$ cat src/rtl/alu_pkg.sv
// Shared types and constants for the multi-cycle ALU.
package alu_pkg;

  // Opcodes 9..14 are unnamed and, like OP_ILL, are treated as illegal.
  typedef enum logic [3:0] {
    OP_ADD = 4'd0,
    OP_SUB = 4'd1,
    OP_AND = 4'd2,
    OP_OR  = 4'd3,
    OP_XOR = 4'd4,
    OP_NOR = 4'd5,
    OP_SHL = 4'd6,
    OP_SHR = 4'd7,
    OP_MUL = 4'd8,
    OP_ILL = 4'd15
  } op_e;

  // Bit positions inside the {Z,N,C,V} flag vector.
  localparam int unsigned FLAG_Z = 3;
  localparam int unsigned FLAG_N = 2;
  localparam int unsigned FLAG_C = 1;
  localparam int unsigned FLAG_V = 0;

  typedef enum logic [1:0] {
    S_IDLE,
    S_BUSY,
    S_DONE
  } state_e;

  function automatic logic op_is_legal(input logic [3:0] op);
    return op <= OP_MUL;
  endfunction

endpackage

$ cat src/rtl/alu_core.sv
// Combinational single-cycle ALU: opcodes 0..7 with flags; anything else
// (including MUL, which is handled sequentially) yields result 0, flags 0.
module alu_core
  import alu_pkg::*;
#(
  parameter int unsigned WIDTH = 8
) (
  input  logic [3:0]       op,
  input  logic [WIDTH-1:0] a,
  input  logic [WIDTH-1:0] b,
  output logic [WIDTH-1:0] res,
  output logic [3:0]       flags
);

  localparam int unsigned SHW = $clog2(WIDTH);

  logic [WIDTH:0]   sum;
  logic [WIDTH:0]   diff;
  logic [SHW-1:0]   shamt;
  logic             c;
  logic             v;
  logic             valid_op;

  assign sum   = {1'b0, a} + {1'b0, b};
  assign diff  = {1'b0, a} - {1'b0, b};
  assign shamt = b[SHW-1:0];

  // Select the result and carry/overflow for the requested operation.
  always_comb begin
    res      = '0;
    c        = 1'b0;
    v        = 1'b0;
    valid_op = 1'b1;
    case (op)
      OP_ADD: begin
        res = sum[WIDTH-1:0];
        c   = sum[WIDTH];
        v   = (a[WIDTH-1] == b[WIDTH-1]) && (sum[WIDTH-1] != a[WIDTH-1]);
      end
      OP_SUB: begin
        res = diff[WIDTH-1:0];
        // The extra top bit of the difference is the unsigned borrow.
        c   = diff[WIDTH];
        v   = (a[WIDTH-1] != b[WIDTH-1]) && (diff[WIDTH-1] != a[WIDTH-1]);
      end
      OP_AND: res = a & b;
      OP_OR:  res = a | b;
      OP_XOR: res = a ^ b;
      OP_NOR: res = ~(a | b);
      OP_SHL: res = a << shamt;
      OP_SHR: res = a >> shamt;
      default: valid_op = 1'b0;
    endcase
  end

  // Assemble {Z,N,C,V}; non-single-cycle opcodes report all flags clear.
  always_comb begin
    flags = '0;
    if (valid_op) begin
      flags[FLAG_Z] = (res == '0);
      flags[FLAG_N] = res[WIDTH-1];
      flags[FLAG_C] = c;
      flags[FLAG_V] = v;
    end
  end

endmodule

$ cat src/rtl/alu_mc.sv
// Multi-cycle ALU with valid/ready flow control on both sides. Single-cycle
// and illegal ops complete on the accepting edge; MUL runs a WIDTH-cycle
// shift-add multiplier. Outputs are registered and held under backpressure.
module alu_mc
  import alu_pkg::*;
#(
  parameter int unsigned WIDTH = 8
) (
  input  logic             clk,
  input  logic             rst,
  input  logic             in_valid,
  output logic             in_ready,
  input  logic [3:0]       op,
  input  logic [WIDTH-1:0] a,
  input  logic [WIDTH-1:0] b,
  output logic             out_valid,
  input  logic             out_ready,
  output logic [WIDTH-1:0] result,
  output logic [3:0]       flags,
  output logic             err
);

  state_e             state;
  logic [2*WIDTH-1:0] acc;
  logic [2*WIDTH-1:0] mcand;
  logic [2*WIDTH-1:0] acc_nxt;
  logic [WIDTH-1:0]   mplier;
  logic [WIDTH-1:0]   cnt;
  logic [WIDTH-1:0]   core_res;
  logic [3:0]         core_flags;
  logic [3:0]         mul_flags;
  logic               accept;

  // A finished result frees the output register in the same cycle it is taken.
  assign in_ready = (state == S_IDLE) || ((state == S_DONE) && out_ready);
  assign accept   = in_valid && in_ready;

  alu_core #(.WIDTH(WIDTH)) u_core (
    .op    (op),
    .a     (a),
    .b     (b),
    .res   (core_res),
    .flags (core_flags)
  );

  // One shift-add step: add the shifted multiplicand when the current
  // multiplier bit (LSB first) is set.
  always_comb begin
    acc_nxt = mplier[0] ? (acc + mcand) : acc;
  end

  // MUL flags from the final accumulated product.
  always_comb begin
    mul_flags         = '0;
    mul_flags[FLAG_Z] = (acc_nxt[WIDTH-1:0] == '0);
    mul_flags[FLAG_N] = acc_nxt[WIDTH-1];
    mul_flags[FLAG_C] = (acc_nxt[2*WIDTH-1:WIDTH] != '0);
  end

  // Control FSM, multiplier datapath and output registers.
  always_ff @(posedge clk or posedge rst) begin
    if (rst) begin
      state     <= S_IDLE;
      acc       <= '0;
      mcand     <= '0;
      mplier    <= '0;
      cnt       <= '0;
      result    <= '0;
      flags     <= '0;
      err       <= 1'b0;
      out_valid <= 1'b0;
    end else begin
      case (state)
        S_IDLE, S_DONE: begin
          if (accept) begin
            if (op == OP_MUL) begin
              acc       <= '0;
              mcand     <= {{WIDTH{1'b0}}, a};
              mplier    <= b;
              cnt       <= WIDTH'(WIDTH);
              out_valid <= 1'b0;
              state     <= S_BUSY;
            end else begin
              // alu_core already returns zero result/flags for illegal codes.
              result    <= core_res;
              flags     <= core_flags;
              err       <= !op_is_legal(op);
              out_valid <= 1'b1;
              state     <= S_DONE;
            end
          end else if ((state == S_DONE) && out_ready) begin
            out_valid <= 1'b0;
            state     <= S_IDLE;
          end
        end
        S_BUSY: begin
          acc    <= acc_nxt;
          mcand  <= mcand << 1;
          mplier <= mplier >> 1;
          cnt    <= cnt - WIDTH'(1);
          if (cnt == WIDTH'(1)) begin
            result    <= acc_nxt[WIDTH-1:0];
            flags     <= mul_flags;
            err       <= 1'b0;
            out_valid <= 1'b1;
            state     <= S_DONE;
          end
        end
        default: state <= S_IDLE;
      endcase
    end
  end

endmodule

$ cat config.mk
export PLATFORM = sky130hd
export DESIGN_NAME = alu_mc
export DESIGN_NICKNAME = d
export VERILOG_FILES = /design/src/rtl/alu_pkg.sv /design/src/rtl/alu_core.sv /design/src/rtl/alu_mc.sv
export SDC_FILE = /design/constraint.sdc
export NUM_CORES = 1
export LEC_CHECK = 0
export CORE_MARGIN = 5
export CORE_UTILIZATION = 60
export CTS_BUF_LIST = sky130_fd_sc_hd__clkbuf_4 sky130_fd_sc_hd__clkbuf_8
export DETAILED_ROUTE_END_ITERATION = 6
export PLACE_DENSITY = 0.79
export SLEW_MARGIN = 20
export SYNTH_ARGS = -nofsm -noshare
export SYNTH_HDL_FRONTEND = slang
export SYNTH_HIERARCHICAL = 1
export SYNTH_SLANG_ARGS = --single-unit
$ cat constraint.sdc
create_clock -name clk -period 3.15 [get_ports clk]
set_input_delay 0.63 -clock clk [delete_from_list [all_inputs] [get_ports clk]]
set_output_delay 0.63 -clock clk [all_outputs]
set_load 0.1 [all_outputs]
* Word-level counts from Yosys, hierarchy flattened
Index checks and enable logic that the tools add are counted.
Storage, ports and cells: register bits 64, input bits 24, output and inout port bits 15
Cells by class: $add $sub $neg 4, order comparisons 1, equality and inequality tests 20, shift operators 2, multiplexer cells 40, bitwise gates (word level) 4, reduce and logical (&&, ||, !) cells 18
Operators with widths (number):
- two-way mux 16 bit | 5
- one-hot mux 16 bit (2 select lines) | 2
- one-hot mux 8 bit (8 select lines) | 1
- two-way mux 8 bit | 7
- one-hot mux 8 bit (2 select lines) | 3
- adder 16 bit | 1
- equality test 4 x 3 -> 1 bit (second input constant) | 4
- zero test 8 bit | 2
- two-way mux 4 bit | 4
- adder 8 x 8 -> 9 bit | 1
- subtractor 8 x 8 -> 9 bit | 1
- bitwise AND 8 bit | 1
- equality test 4 x 2 -> 1 bit (second input constant) | 2
- equality test 8 x 1 -> 1 bit (second input constant) | 1
- two-way mux 1 bit | 8
- two-way mux 2 bit | 4
- != test 2 bit (second input constant) | 4
- inverter 8 bit | 1
- OR 8 bit | 1
- one-hot mux 1 bit (2 select lines) | 4
- one-hot mux 4 bit (2 select lines) | 1
- nonzero test 8 bit | 1
- OR reduction 8 bit | 1
- << shifter 8 x 3 -> 8 bit | 1
- other kinds (22) | 28

* Logic depth before layout (Yosys ltp)
Gate-level depths: netlist of the first run.
depth in word-level cells 8, depth in mapped cells 15

* Cells and area by module
The synthesis of the first run kept the hierarchy.
Modules (own cells, without submodules):
- alu_mc | instances 1, cells an instance 419, area an instance 3683.5 um^2
- alu_core | instances 1, cells an instance 252, area an instance 1911.8 um^2

* Least setup slack after synthesis of the first run
OpenSTA, ideal clock, no wires.
kind input to register, start point input out_ready, end point register flags[1], arrival 3.380 ns, setup slack -0.364 ns, cell stages on the path 8, path through nand2b_1 > nor2b_1 > nand2_1 > a2bb2oi_2 > o21bai_1 > a211o_1 > nor4bb_1 > a31oi_1
On the way: cells in the longest elaborated chain, start to end 5
Ends and longest elaborated chain:
- start: declaration | RTL line alu_mc.sv:17 | input logic out_ready,
- logical AND 1 bit | RTL line alu_mc.sv:35 | assign in_ready = (state == S_IDLE) || ((state == S_DONE) && out_ready);
- logical OR 1 bit | RTL line alu_mc.sv:35
- via in_ready | RTL line alu_mc.sv:12 | output logic in_ready,
- logical AND 1 bit | RTL line alu_mc.sv:36 | assign accept = in_valid && in_ready;
- != test 2 bit (no source line)
- AND reduction 4 bit (no source line)
- end signal: assignment | RTL line alu_mc.sv:86 | flags <= core_flags;
- end signal: assignment | RTL line alu_mc.sv:103 | flags <= mul_flags;
- end: declaration | RTL line alu_mc.sv:19 | output logic [3:0] flags,
The timed path passes the listed nets, and every way through them passes these cells. A chain may end at the register's enable or synchronous reset.

* Worst setup path in the final report of the first run
start point input a[0], end point register flags[3]
On the way: elaborated cells between the ends (all ways) 14, those cells by class 2 x add/sub; 2 x shift; 5 x mux; 4 x bitwise; 1 x reduce/logical
RTL lines:
- start: declaration | RTL line alu_mc.sv:14 | input logic [WIDTH-1:0] a,
- subtractor 8 x 8 -> 9 bit, or another cell as far along | RTL line alu_core.sv:25 | assign diff = {1'b0, a} - {1'b0, b};
- one-hot mux 8 bit (8 select lines) (*) | RTL line alu_core.sv:34 | case (op)
- via core_res[1] | RTL line alu_mc.sv:29 | logic [WIDTH-1:0] core_res;
- zero test 8 bit (*) | RTL line alu_core.sv:60 | flags[FLAG_Z] = (res == '0);
- two-way mux 4 bit (*) | RTL line alu_core.sv:59 | if (valid_op) begin
- via core_flags[3] | RTL line alu_mc.sv:30 | logic [3:0] core_flags;
- two-way mux 4 bit (*) | RTL line alu_mc.sv:76 | if (op == OP_MUL) begin
- two-way mux 4 bit (*) | RTL line alu_mc.sv:75 | if (accept) begin
- one-hot mux 4 bit (2 select lines) (*) | RTL line alu_mc.sv:73 | case (state)
Mark *: on every way through the listed nets, which the timed path passes. The rest lies on a longest branch. The select of a mux whose other input is x is not followed.

==> summary.txt, run 1 <==
Run status
  – Status: finished, final reports clean

Route
  – Vias per cell: 6.227
  – Drt total wl: 16110 microns
  – Via count: 5498
  – DRC viols: 0
  – Remaining antenna violation count: 0
  – TritonRoute pass-1 iters: 6
  – Average wire per standard cell: 18.25 microns
  – First-iteration detailed-routing DRC count: 419

Worst setup path
  – CP dominant cell by count: nor4_2
  – Crit Reg-Reg Startpoint: mcand[0]$_DFFE_PP0P_
  – CP Buf/Inv Count: 2
  – Crit Path Max Fanout: 3
  – CP startpoint kind: input pin
  – Max stage delay on crit path: 0.53 ns
  – CP Data Arrival Time: 3.36 ns
  – Slowest cell on crit path: fa_2
  – Worst Path Required: 3.44 ns
  – Critical-path cell list: clkdlybuf4s50_1, inv_1, ha_1, fa_2, a221o_1, a221oi_1, or3_1, nor4_2, nand4b_1, nor4_2, nand2_1, o21ai_1, mux2_2
  – Reg2Reg Depth: 10
  – Top cell family by delay on the critical path: simple AND/OR/NAND/NOR gates
  – FF-to-FF End: flags[1]$_DFFE_PP0P_
  – WS Path Type: in -> reg
  – Reg-to-reg slack, setup: 0.17 ns
  – Worst Setup End Kind: flop

Synth
  – Syn_area_per_cell: 8.339 sq um
  – EDFF count, synth: 0
  – Top FF cell, synth: dfrtp_1
  – Top cell type's share of synthesized area: 0.2862
  – Post-synth ARST share: 1.000
  – FF+latch count, synth: 64
  – Post-synth top area cell: dfrtp_1
  – Synthesized cell area: 0.005595 sq mm
  – Synth Net Count: 740
  – Most common library cells after synthesis: nand2_1, dfrtp_1, nor2_1, o21ai_0
  – Yosys Warn Count: 6
  – Area contributors post-synth: dfrtp_1, ha_1, nand2_1, o21ai_0, mux2i_1
  – Mapped Cells: 671
  – Count leader, synth: nand2_1
  – Count of cell types in the netlist: 76
  – Seq/Total Area, Yosys: 0.2862

Timing
  – Minimum clock period: 3.070 ns
  – Achievable Freq: 325.7 MHz
  – RSZ-0062 raised after global routing: true
  – Transition time at the pin with the least slew margin: 0.7807 ns
  – Clock skew: 0.006511 ns
  – Fin crit share: 0.9746
  – Slew headroom: 0.4795
  – Endpoints failing setup: 0
  – Final hold vios: 0
  – Hold WS: 0.4900 ns
  – Post-route worst setup slack: 0.07994 ns
  – Slew Limit Fails: 0

GRT
  – First-pass GRT wire length: 27070 microns
  – Gr usage total: 0.2984
  – Antenna violations before repair: 0
  – Vias in the first global route: 5451
  – Largest net degree at the start of global routing: 36
  – GRT overflow: 0

Floorplanning
  – FP Rows: 35
  – Die area: 0.01136 sq mm
  – Initial Util: 0.6113
  – # IOs: 39
  – Die height: 106.6 microns
  – Die W: 106.6 microns
  – Core area: 0.009153 sq mm

CTS
  – Worst-skew pair later-pin latency: 0.35 ns
  – CTS tree: yes
  – CTS Hold Bufs: 0
  – Longest Clk Path Bufs: 2
  – Clock-pin transition on the worst setup and hold timing paths: 0.07 ns
  – Total CTS buffers: 9
  – Number of H-tree levels: 3
  – CTS root buffer: clkbuf_8
  – Clock Sinks: 64

Finish
  – Syn-to-layout area delta: 22.14%
  – Ant diodes: 0
  – Fin area: 0.006834 sq mm
  – Fin cells: 883
  – Layout cells sized above 1: 0.2163
  – Final nets: 837

Pwr
  – Comb power frac: 0.550
  – Clock network fraction of total power: 0.152
  – P_sw: 0.002231 W
  – Internal Power: 0.002705 W
  – Power consumption: 0.004935 W
  – Leakage: 3.210 nW
  – Power share of the sequential group: 0.298
  – VDD IR-drop max: 0.4109 mV
  – Pwr dens: 722.2 mW/mm^2
  – Net Sw Frac: 0.4520

Hold path
  – Worst Hold Path Cells: 2
  – Min-Delay Endpoint: result[0]$_DFFE_PP0P_
  – Hold path start: result[0]$_DFFE_PP0P_
  – Min-Delay Path Class: reg -> reg

Placement
  – Dpl cells: 867
  – Placed inst area: 0.006528 sq mm
  – Post-DP HPWL: 12320 microns
  – Placer congestion estimate: 0.9269
  – Dpl ws: -0.4229 ns
  – PortBufs: 38

Flow run
  – Max Cap Viol: 0
==> power groups by stage <==
stage | logic, W | registers, W | clock network (W)
5_1_grt | 0.00300 | 0.00152 | 0.000801
6_report | 0.00271 | 0.00147 | 0.000750
4_1_cts | 0.00264 | 0.00146 | 0.000753
3_5_place_dp | 0.00259 | 0.00148 | 0
3_3_place_gp | 0.00253 | 0.00146 | 0
2_1_floorplan | 0.00178 | 0.00160 | 0
==> routing by layer <==
metal,vias to the layer above,track usage,routed length [microns]
li1,2626,-,-
met1,2603,0.3677,6362
met5,-,0,0
met4,0,0.1461,718
met2,221,0.5036,8118
met3,48,0.05418,913
==> logic make-up after synthesis <==
group / Yosys count / synth area share
mux: 34 / 0.08028
simple gates: 238 / 0.2004
buf+inv: 73 / 0.06440
xor+xnor: 19 / 0.02974
flops: 64 / 0.2862
fa+ha+maj: 45 / 0.1047
compound gates: 198 / 0.2343
==> cell type report <==
class / instances / area (sq um)
Clock buffer: 13 / 172.7
Tap cell: 111 / 138.9
Fill cell: 694 / 2318
Timing Repair Buffer: 125 / 1046
Clock inverter: 2 / 37.54
Inverter: 34 / 132.6
Multi-Input combinational cell: 534 / 3705
Sequential cell: 64 / 1602
==> worst reg2reg max path, stage by stage, from the launching register on <==
cell	delay [ns]
dfrtp_1	0.42
ha_1	0.25
fa_2	0.39
a211oi_2	0.27
o21bai_1	0.15
o311ai_1	0.22
and3b_1	0.22
xnor2_1	0.11
a211o_1	0.36
nor4bb_4	0.32
a31oi_1	0.14
==> worst max path at each step <==
stage / from / end / slack (ns) / cells after the start
2_1_floorplan: out_ready / flags[1]$_DFFE_PP0P_ / 0.26 / 8
3_3_place_gp: b[2] / flags[3]$_DFFE_PP0P_ / -0.37 / 14
3_5_place_dp: b[2] / flags[3]$_DFFE_PP0P_ / -0.42 / 14
4_1_cts: a[0] / flags[3]$_DFFE_PP0P_ / 0.006 / 12
5_1_grt: a[0] / flags[3]$_DFFE_PP0P_ / -0.06 / 13
6_report: a[0] / flags[3]$_DFFE_PP0P_ / 0.08 / 13
==> registers in the layout, indices dropped and copies added (netlist names), 2 cells and up <==
register / cells
state: 2
mplier: 8
cnt: 8
acc: 16
result: 8
mcand: 16
flags: 4
==> through the flow <==
step | setup TNS [ns] | utilization
after detailed placement | -1.644 | 0.7132
after floorplan | 0 | -
final | 0 | 0.7467
after global routing | -0.1051 | 0.7467
after CTS | 0 | 0.7385
after global placement | -1.238 | 0.7132
==> placed cells by master (no fill, tap or decap), types with 19 or more instances in the layout <==
| master | n |
|---|---|
| dfrtp_1 | 64 |
| a21oi_1 | 41 |
| clkdlybuf4s50_1 | 19 |
| nor2_1 | 48 |
| mux2i_1 | 22 |
| buf_4 | 97 |
| nand3_1 | 27 |
| o21ai_0 | 47 |
| ha_1 | 38 |
| inv_1 | 29 |
| nand2_1 | 101 |
==> timing repair <==
item                       4_1_cts  5_1_grt
buffers inserted                 0        1
pin swaps                        2        3
gates resized for setup          5       20
setup endpoints to repair        2        2
Power figures use the tool's default switching activity.
==> inputs of run 2 (changes only) <==
--- a/config.mk
+++ b/config.mk
@@ -6,10 +6,10 @@
 export NUM_CORES = 1
 export LEC_CHECK = 0
 export CORE_MARGIN = 5
-export CORE_UTILIZATION = 60
+export CORE_UTILIZATION = 50
 export CTS_BUF_LIST = sky130_fd_sc_hd__clkbuf_4 sky130_fd_sc_hd__clkbuf_8
 export DETAILED_ROUTE_END_ITERATION = 6
-export PLACE_DENSITY = 0.79
+export PLACE_DENSITY = 0.67
 export SLEW_MARGIN = 20
 export SYNTH_ARGS = -nofsm -noshare
 export SYNTH_HDL_FRONTEND = slang
==> summary.txt, run 2 (same netlist as run 1, synthesis figures left out) <==
Placement
  – Post-DP HPWL: 12350 microns
  – Placer congestion estimate: 0.9293
  – PortBufs: 38
  – Dpl ws: -0.3981 ns

CTS
  – Worst-skew pair later-pin latency: 0.35 ns
  – CTS tree: yes
  – Number of H-tree levels: 3
  – Clock Sinks: 64
  – Setup bufs post-CTS: 0
  – CTS root buffer: clkbuf_8
  – Clock-pin transition on the worst setup and hold timing paths: 0.07 ns
  – Total CTS buffers: 9
  – Longest Clk Path Bufs: 2

Floorplanning
  – # IOs: 39
  – Initial Util: 0.5139
  – Die height: 115.8 microns
  – Core area: 0.01089 sq mm
  – Die area: 0.01341 sq mm
  – FP Rows: 38
  – Die W: 115.8 microns

Pwr
  – Net Sw Frac: 0.4605
  – P_sw: 0.002198 W
  – Internal Power: 0.002576 W
  – Pwr dens: 695.6 mW/mm^2
  – Power share of the sequential group: 0.310
  – Clock network fraction of total power: 0.131
  – VDD IR-drop max: 0.4767 mV
  – Leakage: 3.219 nW
  – Comb power frac: 0.559

Worst setup path
  – CP startpoint kind: input pin
  – Crit Path Max Fanout: 8
  – WS Path Type: in -> reg
  – Worst Path Required: 3.44 ns
  – Max stage delay on crit path: 0.47 ns
  – Slowest cell on crit path: mux4_1
  – CP Data Arrival Time: 3.28 ns
  – Critical-path cell list: clkdlybuf4s50_1, buf_4, buf_4, mux4_1, nor2_1, a211o_1, o211ai_1, nor4_2, nand4b_1, nor4_2, nand2_1, o21ai_0, mux2_2
  – Worst Setup End Kind: flop

Route
  – Drt total wl: 16030 microns
  – TritonRoute pass-1 iters: 5
  – Remaining antenna violation count: 0
  – DRC viols: 0
  – Vias per cell: 5.912
  – Via count: 5404
  – First-iteration detailed-routing DRC count: 415
  – Average wire per standard cell: 17.54 microns

GRT
  – Gr usage total: 0.2452
  – First-pass GRT wire length: 26010 microns
  – Largest net degree at the start of global routing: 65
  – GRT overflow: 0
  – Vias in the first global route: 5281
  – Antenna violations before repair: 0

Flow run
  – Max Cap Viol: 0

Timing
  – Post-Route Setup TNS: 0 ns
  – Clock skew: 0.009097 ns
  – Slew headroom: 0.3038
  – Post-route worst setup slack: 0.1566 ns
  – Fin crit share: 0.9503
  – Minimum clock period: 2.993 ns
  – Transition time at the pin with the least slew margin: 1.044 ns
  – Final hold vios: 0
  – Slew Limit Fails: 0
  – Endpoints failing setup: 0
  – Achievable Freq: 334.1 MHz

Finish
  – Syn-to-layout area delta: 22.65%
  – Ant diodes: 0
  – Commonest non-fill, non-tap cell in the layout: nand2_1
  – Final nets: 839
  – Largest regs: acc x16, mcand x16
  – Layout cells sized above 1: 0.2183
  – Most frequent cells in the layout: nand2_1, buf_4, dfrtp_1, o21ai_0, nor2_1

Hold path
  – Min-Delay Path Class: reg -> reg

Run status
  – Status: finished, final reports clean
run 2: path summary, 6_finish.rpt:
path | slack (ns) | endpoint | from | cells past startpoint
worst max-delay path | 0.16 | flags[3]$_DFFE_PP0P_ | a[3] | 13
worst min-delay path | 0.49 | result[3]$_DFFE_PP0P_ | result[3]$_DFFE_PP0P_ | 1
worst max register to register | 0.16 | flags[1]$_DFFE_PP0P_ | mcand[0]$_DFFE_PP0P_ | 10
worst min register to register | 0.49 | result[3]$_DFFE_PP0P_ | result[3]$_DFFE_PP0P_ | 1
max in group asynchronous | 1.76 | cnt[0]$_DFFE_PP0P_ | rst | 3
min in group asynchronous | 0.82 | mplier[4]$_DFFE_PP0P_ | rst | 3
run 2: critical path, delay by kind of cell:
kind | cells | cell delay (ns)
AO/OA/AOI/OAI | 3 | 0.35
multiplexers | 2 | 0.64
buffers and inverters | 3 | 0.75
AND/OR/NAND/NOR | 5 | 0.90
run 2: layer usage:
layer / global-route usage / part of all wire / wire, microns / vias to the layer above
met5: 0 / 0 / 0 / -
met4: 0.09049 / 0.032 / 506 / 0
met3: 0.03290 / 0.042 / 669 / 36
met2: 0.4265 / 0.50 / 8048 / 148
met1: 0.3108 / 0.42 / 6809 / 2589
li1: - / - / - / 2631
run 2: cell type report:
cell class                 count  area (sq um)
clock buffer                  11         151.4
clock inverter                 4         20.02
fill                         964          4025
inverter                      34         132.6
multi-input combinational    534          3724
sequential                    64          1602
tap                          140         175.2
timing repair buffer         127          1059
run 2: timing repair:
action | in CTS | in global routing
endpoints found under the setup margin | 2 | 6
resized for setup | 4 | 24
hold buffers | 0 | 0
pin swaps | 0 | 4
run 2: power by group through the flow:
stage / sequential (W) / clock, W / combinational (W)
floorplan: 0.00160 / 0 / 0.00178
CTS: 0.00148 / 0.000637 / 0.00260
finish: 0.00148 / 0.000627 / 0.00267
global route: 0.00152 / 0.000668 / 0.00293
detailed placement: 0.00149 / 0 / 0.00257
global placement: 0.00147 / 0 / 0.00252
run 2: through the flow:
stage	cells	hold WS (ns)	total power, W	cell area (sq um)	util
after floorplan	671	0.4572	0.003377	5598	-
after global placement	899	0.4647	0.003996	6574	0.6038
after detailed placement	899	0.4754	0.004059	6574	0.6038
after CTS	914	0.4909	0.004712	6759	0.6208
after global routing	914	0.4961	0.005117	6863	0.6303
final	914	0.4859	0.004774	6863	0.6303
==> inputs of run 3 (changes only) <==
--- a/config.mk
+++ b/config.mk
@@ -9,7 +9,9 @@
 export CORE_UTILIZATION = 50
 export CTS_BUF_LIST = sky130_fd_sc_hd__clkbuf_4 sky130_fd_sc_hd__clkbuf_8
 export DETAILED_ROUTE_END_ITERATION = 6
+export GPL_TIMING_DRIVEN = 0
 export PLACE_DENSITY = 0.67
+export REMOVE_ABC_BUFFERS = 1
 export SLEW_MARGIN = 20
 export SYNTH_ARGS = -nofsm -noshare
 export SYNTH_HDL_FRONTEND = slang
==> summary.txt, run 3 (same netlist as run 1, synthesis figures left out) <==
Worst setup path
  – CP startpoint kind: input pin
  – Worst Path Required: 3.43 ns
  – Worst Setup End Kind: flop
  – WS Path Type: in -> reg
  – Crit Path Max Fanout: 12
  – Crit Reg-Reg Startpoint: acc[0]$_DFFE_PP0P_
  – CP Data Arrival Time: 3.42 ns
  – CP Launch Point: b[5]

Finish
  – Largest regs: acc x16, mcand x16
  – Commonest non-fill, non-tap cell in the layout: nand2_1
  – Fin util: 0.5847
  – Syn-to-layout area delta: 13.77%
  – Most frequent cells in the layout: nand2_1, dfrtp_1, nor2_1, o21ai_0, a21oi_1
  – Ant diodes: 0
  – Fin area: 0.006366 sq mm
  – Layout cells sized above 1: 0.1210
  – Final nets: 758
  – Fin cells: 834

Hold path
  – Hold path start: result[1]$_DFFE_PP0P_
  – Min-Delay Path Class: reg -> reg

Route
  – Remaining antenna violation count: 0
  – Average wire per standard cell: 17.57 microns
  – Top layer in use: met4
  – Via count: 5117
  – WL met2: 6961 microns
  – DRC viols: 0
  – DRT met1 WL: 6775 microns
  – Vias per cell: 6.135
  – Met3 wire len: 650 microns
  – TritonRoute pass-1 iters: 5
  – First-iteration detailed-routing DRC count: 448
  – Drt total wl: 14650 microns

Timing
  – Minimum clock period: 3.142 ns
  – Final hold vios: 0
  – Slew Limit Fails: 0
  – Fin crit share: 0.9973
  – Achievable Freq: 318.3 MHz
  – Slew headroom: 0.3225
  – Clock skew: 0.01562 ns
  – Transition time at the pin with the least slew margin: 1.016 ns
  – Endpoints failing setup: 0
  – Hold WS: 0.4765 ns

Placement
  – Placer congestion estimate: 0.9386
  – Placed inst area: 0.006033 sq mm
  – Post-DP HPWL: 10210 microns
  – Dpl cells: 814
  – PortBufs: 38

CTS
  – CTS tree: yes
  – CTS root buffer: clkbuf_8
  – Number of H-tree levels: 3
  – Clock-pin transition on the worst setup and hold timing paths: 0.07 ns
  – Longest Clk Path Bufs: 2
  – Worst-skew pair later-pin latency: 0.34 ns
  – Clock Sinks: 64
  – CTS Hold Bufs: 0
  – Total CTS buffers: 9

Floorplanning
  – FP Rows: 38
  – Die W: 115.8 microns
  – Initial Util: 0.5139
  – Die area: 0.01341 sq mm
  – # IOs: 39
  – Core area: 0.01089 sq mm
  – Die height: 115.8 microns

GRT
  – Vias in the first global route: 4852
  – GRT overflow: 0
  – Gr usage total: 0.2232
  – Antenna violations before repair: 0
  – First-pass GRT wire length: 24410 microns
  – Largest net degree at the start of global routing: 75

Pwr
  – Power consumption: 0.004653 W
  – Pwr dens: 731.0 mW/mm^2
  – Leakage: 2.844 nW
  – VDD IR-drop max: 0.3610 mV

Run status
  – Status: finished, final reports clean

Flow run
  – Max Cap Viol: 0
==> run 3: cell count changes in the layout (fill, tap and decap cells not counted), moves of 3 or more <==
cell,delta
clkinvlp_4,+3
clkinv_2,-3
buf_4,-95
clkdlybuf4s50_1,+3
clkbuf_2,+3
==> run 3: repair_timing <==
action | 4_1_cts | 5_1_grt
setup buffers | 1 | 2
cloned | 1 | 0
pin swaps | 2 | 3
setup endpoints to repair | 12 | 7
resized for setup | 29 | 31
==> run 3: worst paths after layout <==
kind | endpoint | slack [ns] | cells after the start
min reg2reg | result[1]$_DFFE_PP0P_ | 0.48 | 2
max reg2reg | flags[1]$_DFFE_PP0P_ | 0.19 | 10
max | flags[3]$_DFFE_PP0P_ | 0.008 | 13
max in group asynchronous | mplier[1]$_DFFE_PP0P_ | 2.06 | 3
min in group asynchronous | out_valid$_DFFE_PP0P_ | 0.58 | 2
min | result[1]$_DFFE_PP0P_ | 0.48 | 2
==> run 3: through the flow <==
| step | setup WS [ns] | TNS [ns] |
|---|---|---|
| floorplan | -0.8203 | -28.50 |
| detailed placement | -1.351 | -11.53 |
| finish | 0.008383 | 0 |
| global route | -0.01235 | -0.01235 |
| CTS | -0.1101 | -0.1101 |
| global placement | -2.001 | -97.27 |
==> run 3: layout make-up <==
type | instances | area (sq um)
Fill cell | 1006 | 4522
Multi-Input combinational cell | 535 | 3780
Sequential cell | 64 | 1602
Timing Repair Buffer | 45 | 470.5
Tap cell | 140 | 175.2
Clock buffer | 10 | 137.6
Inverter | 34 | 135.1
Clock inverter | 6 | 66.31
==> run 3: critical path, cell delays in order <==
cell and delay, ns:
clkdlybuf4s50_1 0.54, inv_1 0.09, ha_2 0.45, nor2b_1 0.07
o21ai_0 0.20, o311ai_0 0.19, o21ai_0 0.17, o22ai_1 0.12
a211o_1 0.34, nor4_2 0.27, nand2_1 0.10, o21ai_2 0.10
mux2_2 0.16
==> run 3: report_power, final <==
group	total (W)	internal [W]	switching, W
Clock	0.000740	0.000388	0.000351
Combinational	0.00246	0.00101	0.00145
Sequential	0.00146	0.00113	0.000321
Total	0.00465	0.00253	0.00212
==> run 3: per-layer routing <==
metal	global-route usage	vias up
met1	0.3136	2487
li1	-	2470
met5	0	-
met4	0.06110	0
met3	0.02977	24
met2	0.3629	136
